<file path="src/rtl/dmem_arb_pkg.sv">
// Shared types and constants for the data-memory arbiter.
// The FSM state type and the port indices live here so the arbiter and the grant logic agree on them.
package dmem_arb_pkg;

    typedef enum logic {
        IDLE    = 1'b0,
        RD_PEND = 1'b1
    } arb_state_t;

    localparam logic PORT_CPU = 1'b0;
    localparam logic PORT_DBG = 1'b1;

endpackage

</file>
<file path="src/rtl/rr_arb2.sv">
// Two-input round-robin grant with a last-grant pointer and a hold input.
// When hold is set, the port named by the pointer wins a conflict and the pointer stays where it is.
module rr_arb2
    import dmem_arb_pkg::*;
(
    input  logic [1:0] i_req,
    input  logic       i_last,
    input  logic       i_hold,
    output logic [1:0] o_gnt,
    output logic       o_next_last
);

    logic w_pick;

    always_comb begin
        o_gnt       = 2'b00;
        o_next_last = i_last;
        w_pick      = i_hold ? i_last : ~i_last;
        if (i_req == 2'b11) begin
            o_gnt = (w_pick == PORT_DBG) ? 2'b10 : 2'b01;
        end else begin
            o_gnt = i_req;
        end
        if (!i_hold && (o_gnt != 2'b00)) begin
            o_next_last = o_gnt[PORT_DBG] ? PORT_DBG : PORT_CPU;
        end
    end

endmodule

</file>
<file path="src/rtl/dmem_arbiter.sv">
// CPU / debug-port arbiter in front of a single-port data memory with one-cycle read latency.
// Optional feature: define DMEM_ARB_LOCK_EN to add dbg_lock, which keeps the debug port in front after it wins.
module dmem_arbiter
    import dmem_arb_pkg::*;
#(
    parameter int ADDR_W = 8,
    parameter int DATA_W = 32,
    parameter int CNT_W  = 16
) (
    input  logic              clk,
    input  logic              rst,
`ifdef DMEM_ARB_LOCK_EN
    input  logic              dbg_lock,
`endif
    input  logic              cpu_req,
    input  logic              cpu_we,
    input  logic [ADDR_W-1:0] cpu_addr,
    input  logic [DATA_W-1:0] cpu_wdata,
    output logic              cpu_gnt,
    output logic              cpu_rvalid,
    output logic [DATA_W-1:0] cpu_rdata,
    input  logic              dbg_req,
    input  logic              dbg_we,
    input  logic [ADDR_W-1:0] dbg_addr,
    input  logic [DATA_W-1:0] dbg_wdata,
    output logic              dbg_gnt,
    output logic              dbg_rvalid,
    output logic [DATA_W-1:0] dbg_rdata,
    output logic              mem_en,
    output logic              mem_we,
    output logic [ADDR_W-1:0] mem_addr,
    output logic [DATA_W-1:0] mem_wdata,
    input  logic [DATA_W-1:0] mem_rdata,
    output logic [CNT_W-1:0]  cpu_stall_cnt
);

    logic [1:0]  w_req;
    logic [1:0]  w_gnt;
    logic        w_next_last;
    logic        w_hold;
    logic        w_rvalid;
    arb_state_t  r_state;
    arb_state_t  w_state_next;
    logic        r_owner;
    logic        w_owner_next;
    logic        r_last_gnt;
    logic [CNT_W-1:0] r_stall_cnt;

    // Requests are masked during reset so no grant or memory command escapes.
    assign w_req = rst ? {dbg_req, cpu_req} : 2'b00;

`ifdef DMEM_ARB_LOCK_EN
    logic r_lock_armed;

    assign w_hold = dbg_lock & r_lock_armed;

    always_ff @(posedge clk) begin
        if (!rst) begin
            r_lock_armed <= 1'b0;
        end else begin
            r_lock_armed <= dbg_lock & (r_lock_armed | w_gnt[PORT_DBG]);
        end
    end
`else
    assign w_hold = 1'b0;
`endif

    rr_arb2 u_rr_arb2 (
        .i_req       (w_req),
        .i_last      (r_last_gnt),
        .i_hold      (w_hold),
        .o_gnt       (w_gnt),
        .o_next_last (w_next_last)
    );

    assign cpu_gnt = w_gnt[PORT_CPU];
    assign dbg_gnt = w_gnt[PORT_DBG];

    always_comb begin
        mem_en    = 1'b0;
        mem_we    = 1'b0;
        mem_addr  = '0;
        mem_wdata = '0;
        if (w_gnt[PORT_DBG]) begin
            mem_en    = 1'b1;
            mem_we    = dbg_we;
            mem_addr  = dbg_addr;
            mem_wdata = dbg_wdata;
        end else if (w_gnt[PORT_CPU]) begin
            mem_en    = 1'b1;
            mem_we    = cpu_we;
            mem_addr  = cpu_addr;
            mem_wdata = cpu_wdata;
        end
    end

    // A granted read in either state arms RD_PEND, so back-to-back reads never delay the pending response.
    always_comb begin
        w_state_next = IDLE;
        w_owner_next = r_owner;
        case (r_state)
            IDLE, RD_PEND: begin
                if (mem_en && !mem_we) begin
                    w_state_next = RD_PEND;
                    w_owner_next = w_gnt[PORT_DBG] ? PORT_DBG : PORT_CPU;
                end
            end
            default: w_state_next = IDLE;
        endcase
        w_rvalid   = rst && (r_state == RD_PEND);
        cpu_rvalid = w_rvalid && (r_owner == PORT_CPU);
        dbg_rvalid = w_rvalid && (r_owner == PORT_DBG);
        cpu_rdata  = cpu_rvalid ? mem_rdata : '0;
        dbg_rdata  = dbg_rvalid ? mem_rdata : '0;
    end

    always_ff @(posedge clk) begin
        if (!rst) begin
            r_state     <= IDLE;
            r_owner     <= PORT_CPU;
            r_last_gnt  <= PORT_DBG;
            r_stall_cnt <= '0;
        end else begin
            r_state    <= w_state_next;
            r_owner    <= w_owner_next;
            r_last_gnt <= w_next_last;
            if (cpu_req && !w_gnt[PORT_CPU] && (r_stall_cnt != '1)) begin
                r_stall_cnt <= r_stall_cnt + CNT_W'(1);
            end
        end
    end

    assign cpu_stall_cnt = r_stall_cnt;

endmodule
</file>
<file path="config.mk">
export PLATFORM = sky130hd
export DESIGN_NAME = dmem_arbiter
export DESIGN_NICKNAME = d
export VERILOG_FILES = /design/src/rtl/dmem_arb_pkg.sv /design/src/rtl/rr_arb2.sv /design/src/rtl/dmem_arbiter.sv
export SDC_FILE = /design/constraint.sdc
export NUM_CORES = 1
export LEC_CHECK = 0
export ABC_AREA = 1
export CAP_MARGIN = 20
export CORE_AREA = 3 3 94 96
export DETAILED_ROUTE_END_ITERATION = 10
export DIE_AREA = 0 0 97 99
export PLACE_DENSITY = 0.75
export SLEW_MARGIN = 5
export SYNTH_ARGS = -nofsm -noshare
export SYNTH_HDL_FRONTEND = slang
export SYNTH_SLANG_ARGS = --single-unit
</file>
<file path="constraint.sdc">
create_clock -name clk -period 4.2 [get_ports clk]
set_input_delay 0.63 -clock clk [delete_from_list [all_inputs] [get_ports clk]]
set_output_delay 0.63 -clock clk [all_outputs]
set_load 0.02 [all_outputs]
</file>
==> results of run 1 <==
## power groups by stage
stage	sequential, uW	combinational, uW	clock (uW)
floorplan	194	135	0
global placement	193	356	0
detailed placement	193	359	0
CTS	189	361	131
global route	189	381	137
finish	189	359	128
## final cells by class
type | instances | area, sq um | share of cell area, %
clock buffers | 4 | 45.0 | 1.01
inverters | 51 | 191 | 4.28
repair buffers | 246 | 2470 | 55.1
multi-input cells | 240 | 1260 | 28.2
well taps | 105 | 131 | 2.94
flip-flops and latches | 19 | 380 | 8.50
## state kept, by name (all words and copies together) (netlist names)
register and count:
cpu_stall_cnt 16, r_last_gnt 1, r_owner 1, r_state 1
## cells in the final DEF, fill, tap and decap left out
cell type,synthesis,layout
xnor2_1,4,4
nand2_1,66,66
buf_12,0,1
xor2_1,3,3
dfxtp_1,19,19
clkdlybuf4s50_1,0,243
inv_1,47,47
clkbuf_1,13,1
o21ai_4,1,1
a21oi_4,0,2
or2_0,1,1
o21ai_0,7,7
nand3_1,3,3
inv_2,4,4
buf_4,0,2
clkbuf_8,0,3
nor2_2,3,3
nor2_1,83,83
a22o_1,40,40
a21oi_1,15,15
nand2_2,2,2
nor3_1,2,2
o211ai_1,1,1
ha_1,1,1
nand4_1,4,4
nor2_4,2,2
## synthesized netlist by cell type
| master | number | share of area (%) |
|---|---|---|
| inv_2 | 4 | 0.79 |
| a21oi_1 | 15 | 4.0 |
| nand2_1 | 66 | 13 |
| dfxtp_1 | 19 | 20 |
| buf_6 | 2 | 1.2 |
| o211ai_1 | 1 | 0.40 |
| nand3_1 | 3 | 0.79 |
| ha_1 | 1 | 0.66 |
| nor2_1 | 83 | 16 |
| buf_2 | 2 | 0.53 |
| nor3_1 | 2 | 0.53 |
| nand2_2 | 2 | 0.66 |
| nand4_1 | 4 | 1.3 |
| inv_1 | 47 | 9.3 |
| xnor2_1 | 4 | 1.8 |
| clkbuf_1 | 13 | 2.6 |
| o21ai_4 | 1 | 0.86 |
| nor2_4 | 2 | 1.2 |
| xor2_1 | 3 | 1.4 |
| nor2_2 | 3 | 0.99 |
| or2_0 | 1 | 0.33 |
| a21oi_2 | 2 | 0.92 |
| o21ai_0 | 7 | 1.8 |
| a22o_1 | 40 | 18 |
## routing by layer
layer | routed length, um | global-route usage, %
met5 | 0 | 0
met4 | 116 | 3.46
met3 | 1070 | 4.81
met2 | 5120 | 36.6
met1 | 4140 | 24.2
## metrics by stage
stage / utilization [%] / cell area, sq um / hold slack [ns] / instances / setup WS [ns]
floorplan: - / 1900 / 0.463 / 327 / 1.67
global placement: 54.5 / 4430 / 0.495 / 661 / 0.711
detailed placement: 54.5 / 4430 / 0.507 / 661 / 0.670
CTS: 55.0 / 4480 / 0.516 / 665 / 0.662
global route: 55.0 / 4480 / 0.552 / 665 / 0.545
finish: 55.0 / 4480 / 0.519 / 665 / 0.674
## worst max-delay path, stage by stage
cell and delay (ns):
clkdlybuf4s50_1 0.58, inv_2 0.20, nor3_1 0.34, inv_2 0.29, nor2_1 0.21, clkdlybuf4s50_1 0.63
## worst min-delay path by stage
stage	start	end	slack, ns	depth (start not counted)
2_1_floorplan	r_owner	r_owner	0.46	2
3_3_place_gp	r_owner	r_owner	0.50	2
3_5_place_dp	r_owner	r_owner	0.51	2
4_1_cts	r_owner	r_owner	0.52	2
5_1_grt	cpu_stall_cnt[15]	cpu_stall_cnt[15]	0.55	2
6_report	r_owner	r_owner	0.52	2
## kinds of logic (layout without fill, tap and decap cells)
group           count (synthesis)  in the layout  share of synthesized area [%]
simple gates                  166            166                           35.3
buf+inv                        68            301                           14.4
flops                          19             19                           20.0
compound gates                 66             66                           26.4
xor+xnor                        7              7                           3.23
fa+ha+maj                       1              1                          0.659
==> out/qor.yml, run 1 <==
die_y_um: 99
cts_made_buffers: 3
critPathLaunchType: "input port"
core_sq_mm: 0.00813
start_util_pct: 23.3
seqPwrFrac_pct: 27.9
fillers: 780
hold_class: "reg2reg"
relSlewSlack_pct: 63.9
ant_nets: 0
synth_fp_nets: 446
track_usage_pct: 20.1
power.leakage_uw: 0.00178
gp_congestion: 0.880
cp.arrival_ns: 2.90
required_ns: 3.57
tightest_slew_ns: 0.540
fin_worst_skew_ns: 0.00368
rsz0062_at_grt: "false"
cts_tree: "yes"
area_delta_synth_final_pct: 136
drive_gt1_share_pct: 3.57
crit_fanout: 32
via_count: 3015
fmax_ghz: 0.284
postCtsSetupRepairBufs: 0
power_density_mw_per_mm2: 151
cts_sinks: 19
layout.nets: 680
drv_slew: 0
min_period_ns: 3.53
intPower_uw: 452
drc_errors: 0
ir_drop_uv: 104
p_clk_share_pct: 19.0
synth_warnings: 0
synth_cells: 327
r2r_cells: 8
setup_violations: 0
r2r-end: "cpu_stall_cnt[14]"
synth_area_sq_mm: 0.00190
grt_remaining_overflow: 0
r2r_start: "cpu_stall_cnt[0]"
grt_pass1_vias: 2969
run_status: "finished clean"
clk_path_buf_depth: 2
cp-endpoint: "cpu_rdata[29]"
hpwl_um: 8830
startpoint: "rst"
finalHoldViolations: 0
io_pins: 244
root_buffer: "clkbuf_8"
dr.first_iter.drc_count: 137
wire_per_inst_um: 15.7
die_width_um: 97
grt_max_degree: 41
row_count: 33
p_comb_share_pct: 53.1
switchingPower_uw: 224
synth.distinct_cells: 24
max_cap_violations: 0
ctsHoldBuffers: 0
cts_resized: 0
htreeDepth: 1
grt_pass1_wl_um: 15600
p_sw_share_pct: 33.1
clk-insertion-delay-late_ns: 0.26
critPathKind: "in2out"
antenna_found_initial: 0
ys_ff_latch: 19
rrSetupSlack_ns: 2.08
io_buffers: 243
ys_seq_area_share_pct: 20.0
critPathCaptureType: "primary output"
drtPass1Iterations: 4
clkTransAtPathRegs_ns: 0.07
wl_um: 10400
vias_per_cell: 4.53
die-area_sq_mm: 0.00960
tns_ns: 0
diodes: 0
finalPower_uw: 676
syn_area_per_cell_sq_um: 5.80
finalCritPeriodShare_pct: 83.9
Power figures use the tool's default switching activity.
==> inputs of run 2 (changes only) <==
CORE_AREA = not set   (was 3 3 94 96)
CORE_ASPECT_RATIO = 0.7   (was not set)
CORE_MARGIN = 3   (was not set)
CORE_UTILIZATION = 26   (was not set)
DIE_AREA = not set   (was 0 0 97 99)
PLACE_DENSITY = 0.82   (was 0.75)
clock period = 3.54 ns   (was 4.2 ns; I/O delays follow)
==> run 2 against run 1 <==
Compared with the run above: first-iteration DRC count rose by 45%; power is 19% higher; sequential power is 19% higher; clock power is 20% higher; non-clock buffer count increased by 1; critical endpoint is now dbg_rdata[9].
==> out/qor.yml, run 2 (same netlist as run 1, synthesis figures left out) <==
required_ns: 3.01
hold_class: "reg2reg"
ant_nets: 0
wire_per_inst_um: 16.0
gp_congestion: 1.01
dr.first_iter.drc_count: 198
run_status: "finished clean"
final_cell_mix: "clkdlybuf4s50_1, nor2_1, nand2_1"
cts_made_buffers: 3
die-area_sq_mm: 0.00838
grt_pass1_vias: 2926
critPathLaunchType: "input port"
finalHoldViolations: 0
fillers: 596
tns_ns: 0
diodes: 0
tightest_slew_ns: 0.507
largest_reg_flops: 16
grt_pass1_wl_um: 15300
clkTransAtPathRegs_ns: 0.07
die_width_um: 108
track_usage_pct: 23.1
io_pins: 244
max_cap_violations: 0
relSlewSlack_pct: 66.1
drtPass1Iterations: 4
postCtsSetupRepairBufs: 0
critPathKind: "in2out"
drc_errors: 0
core_sq_mm: 0.00691
root_buffer: "clkbuf_8"
ir_drop_uv: 163
power_density_mw_per_mm2: 179
cp.arrival_ns: 2.66
cts_tree: "yes"
row_count: 25
final_util_pct: 64.7
area_delta_synth_final_pct: 135
finalCritPeriodShare_pct: 90.2
vias_per_cell: 4.60
fin_worst_skew_ns: 0.00281
grt_remaining_overflow: 0
min_period_ns: 3.19
drv_slew: 0
power.leakage_uw: 0.00178
io_buffers: 243
cts_sinks: 19
crit_fanout: 32
final_common_cell: "clkdlybuf4s50_1"
critPathCaptureType: "primary output"
antenna_found_initial: 0
htreeDepth: 1
via_count: 3014
layout.nets: 681
start_util_pct: 27.5
clk_path_buf_depth: 2
fmax_ghz: 0.313
fin_cells: 655
wl_um: 10500
ctsHoldBuffers: 0
grt_max_degree: 45
cts_resized: 0
hpwl_um: 8930
whs_ns: 0.499
setup_violations: 0
clk-insertion-delay-late_ns: 0.26
die_y_um: 77.5
rsz0062_at_grt: "false"
place_inst: 651
drive_gt1_share_pct: 3.74
[run 2: cell types whose count changed in the layout (fill, tap and decap cells not counted)]
cell   previous run  this run
buf_4             2         3
[run 2: final timing paths]
path	slack [ns]	from	endpoint	cells past startpoint
min reg2reg	0.50	r_owner	r_owner	2
max	0.35	rst	dbg_rdata[9]	6
max reg2reg	1.39	cpu_stall_cnt[0]	cpu_stall_cnt[6]	8
min	0.50	r_owner	r_owner	2
[run 2: metrics by stage]
| step | area, sq um | worst slack [ns] | power, uW |
|---|---|---|---|
| 2_1_floorplan | 1900 | 1.21 | 390 |
| 3_3_place_gp | 4420 | 0.420 | 649 |
| 3_5_place_dp | 4420 | 0.334 | 654 |
| 4_1_cts | 4470 | 0.336 | 803 |
| 5_1_grt | 4470 | 0.194 | 836 |
| 6_report | 4470 | 0.347 | 802 |
[run 2: worst max-delay path, cell delays in order]
cell,delay (ns)
clkdlybuf4s50_1,0.63
inv_2,0.08
nor3_1,0.31
inv_2,0.29
nor2_1,0.19
clkdlybuf4s50_1,0.63
[run 2: where the power goes]
group,internal [uW],total [uW],switching [uW]
clock network,80.1,153,72.8
registers,218,224,5.41
logic,238,425,187
[run 2: final cells by class]
cell class	count	area [sq um]	area share (%)
Clock buffer	4	45.0	1.01
Inverter	51	191	4.28
Multi-Input combinational cell	240	1260	28.2
Sequential cell	19	380	8.51
Tap cell	94	118	2.63
Timing Repair Buffer	247	2470	55.4
[run 2: metal layers]
metal	vias to the layer above	part of all wire, %	global-route usage, %
met5	-	0	0
met2	165	53	45.5
met1	1321	34	22.8
met3	20	10	7.15
met4	0	3.0	7.19
li1	1508	-	-
